File: src/rtl/cla_adder_8b_pkg.sv
// Shared constants for the carry look-ahead adder family.
package cla_adder_8b_pkg;

  localparam int unsigned CLA_GROUP  = 4;
  localparam int unsigned CLA_WIDTH  = 8;
  localparam int unsigned CLA_GROUPS = CLA_WIDTH / CLA_GROUP;

endpackage : cla_adder_8b_pkg

File: src/rtl/cla_group_4b.sv
// 4-bit look-ahead group: sum bits plus group generate/propagate for the next level.
module cla_group_4b
  import cla_adder_8b_pkg::*;
(
  input  logic [CLA_GROUP-1:0] a_i,
  input  logic [CLA_GROUP-1:0] b_i,
  input  logic                 c_in_i,
  output logic [CLA_GROUP-1:0] s_o,
  output logic                 g_o,
  output logic                 p_o
);

  logic [CLA_GROUP-1:0] g;
  logic [CLA_GROUP-1:0] p;
  logic [CLA_GROUP-1:0] c;

  assign g = a_i & b_i;
  assign p = a_i ^ b_i;

  // Every internal carry is a flat sum-of-products from c_in_i, never chained.
  assign c[0] = c_in_i;
  assign c[1] = g[0] | (p[0] & c_in_i);
  assign c[2] = g[1] | (p[1] & g[0]) | (p[1] & p[0] & c_in_i);
  assign c[3] = g[2] | (p[2] & g[1]) | (p[2] & p[1] & g[0])
              | (p[2] & p[1] & p[0] & c_in_i);

  assign s_o = p ^ c;

  assign g_o = g[3] | (p[3] & g[2]) | (p[3] & p[2] & g[1])
             | (p[3] & p[2] & p[1] & g[0]);
  assign p_o = &p;

endmodule : cla_group_4b

File: src/rtl/cla_adder_8b.sv
// 8-bit two-level carry look-ahead adder with a combinational sum and a registered copy.
module cla_adder_8b
  import cla_adder_8b_pkg::*;
(
  input  logic                 clk,
  input  logic                 reset,
  input  logic [CLA_WIDTH-1:0] a,
  input  logic [CLA_WIDTH-1:0] b,
  input  logic                 c_i,
  output logic [CLA_WIDTH-1:0] s,
  output logic                 c_o,
  output logic [CLA_WIDTH-1:0] s_q,
  output logic                 c_o_q
);

  logic [CLA_GROUPS-1:0] grp_g;
  logic [CLA_GROUPS-1:0] grp_p;
  logic                  carry4;
  logic [CLA_WIDTH-1:0]  s_d;
  logic                  c_o_d;

  cla_group_4b u_grp_lo (
    .a_i    (a[CLA_GROUP-1:0]),
    .b_i    (b[CLA_GROUP-1:0]),
    .c_in_i (c_i),
    .s_o    (s[CLA_GROUP-1:0]),
    .g_o    (grp_g[0]),
    .p_o    (grp_p[0])
  );

  cla_group_4b u_grp_hi (
    .a_i    (a[CLA_WIDTH-1:CLA_GROUP]),
    .b_i    (b[CLA_WIDTH-1:CLA_GROUP]),
    .c_in_i (carry4),
    .s_o    (s[CLA_WIDTH-1:CLA_GROUP]),
    .g_o    (grp_g[1]),
    .p_o    (grp_p[1])
  );

  // Second-level look-ahead across the two groups.
  assign carry4 = grp_g[0] | (grp_p[0] & c_i);
  assign c_o    = grp_g[1] | (grp_p[1] & grp_g[0]) | (grp_p[1] & grp_p[0] & c_i);

  assign s_d   = s;
  assign c_o_d = c_o;

  always_ff @(posedge clk or posedge reset) begin
    if (reset) begin
      s_q   <= '0;
      c_o_q <= 1'b0;
    end else begin
      s_q   <= s_d;
      c_o_q <= c_o_d;
    end
  end

endmodule : cla_adder_8b

File: config.mk
export PLATFORM = sky130hd
export DESIGN_NAME = cla_adder_8b
export DESIGN_NICKNAME = d
export VERILOG_FILES = /design/src/rtl/cla_adder_8b_pkg.sv /design/src/rtl/cla_group_4b.sv /design/src/rtl/cla_adder_8b.sv
export SDC_FILE = /design/constraint.sdc
export NUM_CORES = 1
export LEC_CHECK = 0
export BUFFER_PORTS_ARGS = -buffer_cell sky130_fd_sc_hd__buf_2
export CAP_MARGIN = 15
export CORE_ASPECT_RATIO = 1.1
export CORE_MARGIN = 5
export CORE_UTILIZATION = 35
export CTS_CLUSTER_DIAMETER = 50
export DETAILED_ROUTE_END_ITERATION = 8
export GPL_TIMING_DRIVEN = 0
export PLACE_DENSITY = 0.64
export SYNTH_ARGS = -nofsm -noshare
export SYNTH_HDL_FRONTEND = slang
export SYNTH_HIERARCHICAL = 1
export SYNTH_SLANG_ARGS = --single-unit
File: constraint.sdc
create_clock -name clk -period 3.26 [get_ports clk]
set_input_delay 0.326 -clock clk [delete_from_list [all_inputs] [get_ports clk]]
set_output_delay 0.326 -clock clk [all_outputs]
set_load 0.05 [all_outputs]
==> results.toml <==
[status]
outcome = "completed"

[place]
place.port_buffers = 36
dp_cells = 109
gp_congestion = 0.7051
place_area_um2 = 810.8
dp_hpwl_um = 1099

[yosys]
synthMostInstantiatedCell = "ha_1"
synth_edf_count = 0
synth_area_leader_cell = "dfrtp_1"
synth_flop_cell = "dfrtp_1"
netlist_top_cells_area = "dfrtp_1 37%, ha_1 21%, a21o_1 7.4%"
yosysSeqAreaShare = 0.3696
yosysWarnings = 6
ys_types = 13
avgSynthCellArea_um2 = 10.88
synth_area_um2 = 609.3
yosys-top-cells-count = "10 x ha_1, 9 x dfrtp_1, 9 x inv_1, 6 x a21o_1"
synth_top_area_frac = 0.3696
synthArstFlopShare = 1.000
synthCells = 56
ys_seq_elements = 9
syn_nets = 87

[floorplanning]
die_w_um = 49.78
dieArea_mm2 = 0.002676
row_count = 15
placeableCoreArea_mm2 = 0.001614
initial_utilization = 0.3775
io_pins = 37
die_h_um = 53.76

[finish]
final_util = 0.5186
multiInputGateArea_um2 = 350.3
drive_gt1_frac = 0.4479
area_growth_pct = 37.37
antenna_cells = 0
seqCellArea_um2 = 225.2
finalNetCount = 128
num-fill-cells = 150
fin_area_um2 = 837.1
stdcell_count = 113

[global_route]
grt_overflow = 0
grt_pass1_vias = 501
track_usage = 0.09712
grt_start_max_net_pins = 10
antenna_found_initial = 0
grt_pass1_wl_um = 2063

[flow_run]
cap_violations = 0

[critical_path]
worstPathRequired_ns = 2.93
startpoint_type = "primary input"
path_max_fanout = 5
path_delay_family = "compound AO/OA/AOI/OAI gates"
crit_top_cell = "a21o_1"
slowest_delay_ns = 0.35
worstSetupEndpointType = "output pin"
cp.arrival_ns = 2.22
cp_slowest_cell = "ha_1"
critPathBufInv = 2
worstPathCellList = "buf_2, ha_1, a21oi_1, nand2_1, a21o_1, a21o_1, a21o_1, a21oi_2, xnor2_1, buf_2"
path_class = "primary input to output pin"

[drt]
drt_iter0_drc = 7
drt_wl_total_um = 1228
ant_nets = 0
dr.pass1.iters = 4
viasPerCell = 4.637
drc = 0
vias = 524
wire_per_inst_um = 10.87

[clock_network]
numCtsBuffers = 3
ctsLongestPathBuffers = 2
cts-resized-gates = 0
ctsHoldBuffers = 0
post-cts-setup-buffers = 0
htreeDepth = 1
cts.sinks = 9
cts.clk_slew.worst_paths_ns = 0.05
root_buffer = "clkbuf_4"
cts_tree = "yes"

[sta]
finalCritPeriodShare = 0.7822
fmax_mhz = 392.1
final-hold-violation-count = 0
min_period_ns = 2.550
finalSetupTns_ns = 0
rsz0062_at_grt = "false"
setup_viol = 0
slew_headroom = 0.7876
slew_viol_final = 0
worst_pin_slew_ns = 0.3182

[min_path]
hp-class = "primary input to async pin"

[power]
ir_worst_vdd_uv = 196.2
powerDensity_mw_per_mm2 = 606.4
total_leakage_power_uw = 0.0005001
final timing paths:
check,from,endpoint,slack (ns),cells past startpoint
worst max-delay path,a[2],s[6],0.71,10
worst min-delay path,reset,s_q[3],0.02,2
max in group asynchronous,reset,s_q[4],3.01,2
min in group clk,b[7],s_q[7],0.45,3
cell families (layout without fill, tap and decap cells):
kind of cell | Yosys count | count (layout) | share of synthesized area
adders and majority gates | 12 | 12 | 0.2710
AOI/OAI and AO/OA | 10 | 10 | 0.1191
and+or+nand+nor | 10 | 10 | 0.09857
DFF | 9 | 9 | 0.3696
buffers and inverters | 9 | 49 | 0.05544
xor gates and xnor gates | 6 | 6 | 0.08624
power breakdown:
group	switching [µW]	leakage, µW	internal (µW)
clock	33.0	0.0000150	46.8
sequential	3.95	0.000105	133
combinational	222	0.000380	68.4
per-layer routing:
| metal | GRT usage | wire length [µm] |
|---|---|---|
| met3 | 0.02216 | 112 |
| met1 | 0.1171 | 483 |
| met2 | 0.1674 | 631 |
| met5 | 0 | 0 |
| met4 | 0.03930 | 0 |
metrics by stage:
step / power [µW] / worst slack (ns) / hold WS, ns
3_3_place_gp: 430.5 / 0.6949 / 0.2902
6_report: 507.6 / 0.7099 / 0.01512
4_1_cts: 514.8 / 0.7007 / 0.02169
3_5_place_dp: 432.6 / 0.7088 / 0.2953
5_1_grt: 540.4 / 0.5660 / 0.04628
2_1_floorplan: 364.5 / 0.6014 / 0.1539
state kept, by name, summed over array words and instances (netlist names):
register	count
c_o_q	1
s_q	8
placed cells by master, fill, tap and decap left out, drive strengths merged:
cell type / n
a21o: 6
a21oi: 4
and4: 2
buf: 36
clkbuf: 4
dfrtp: 9
fa: 2
ha: 10
inv: 9
nand2: 2
nand3: 4
nand4: 2
xnor2: 4
xor2: 2
final cells by class:
type / instances / share of cell area
clock buffer: 4 / 0.03139
inverter: 9 / 0.04036
multi-input combinational: 38 / 0.4185
sequential: 9 / 0.2691
tap: 17 / 0.02541
timing repair buffer: 36 / 0.2152
(Power assumes the default switching activity.)
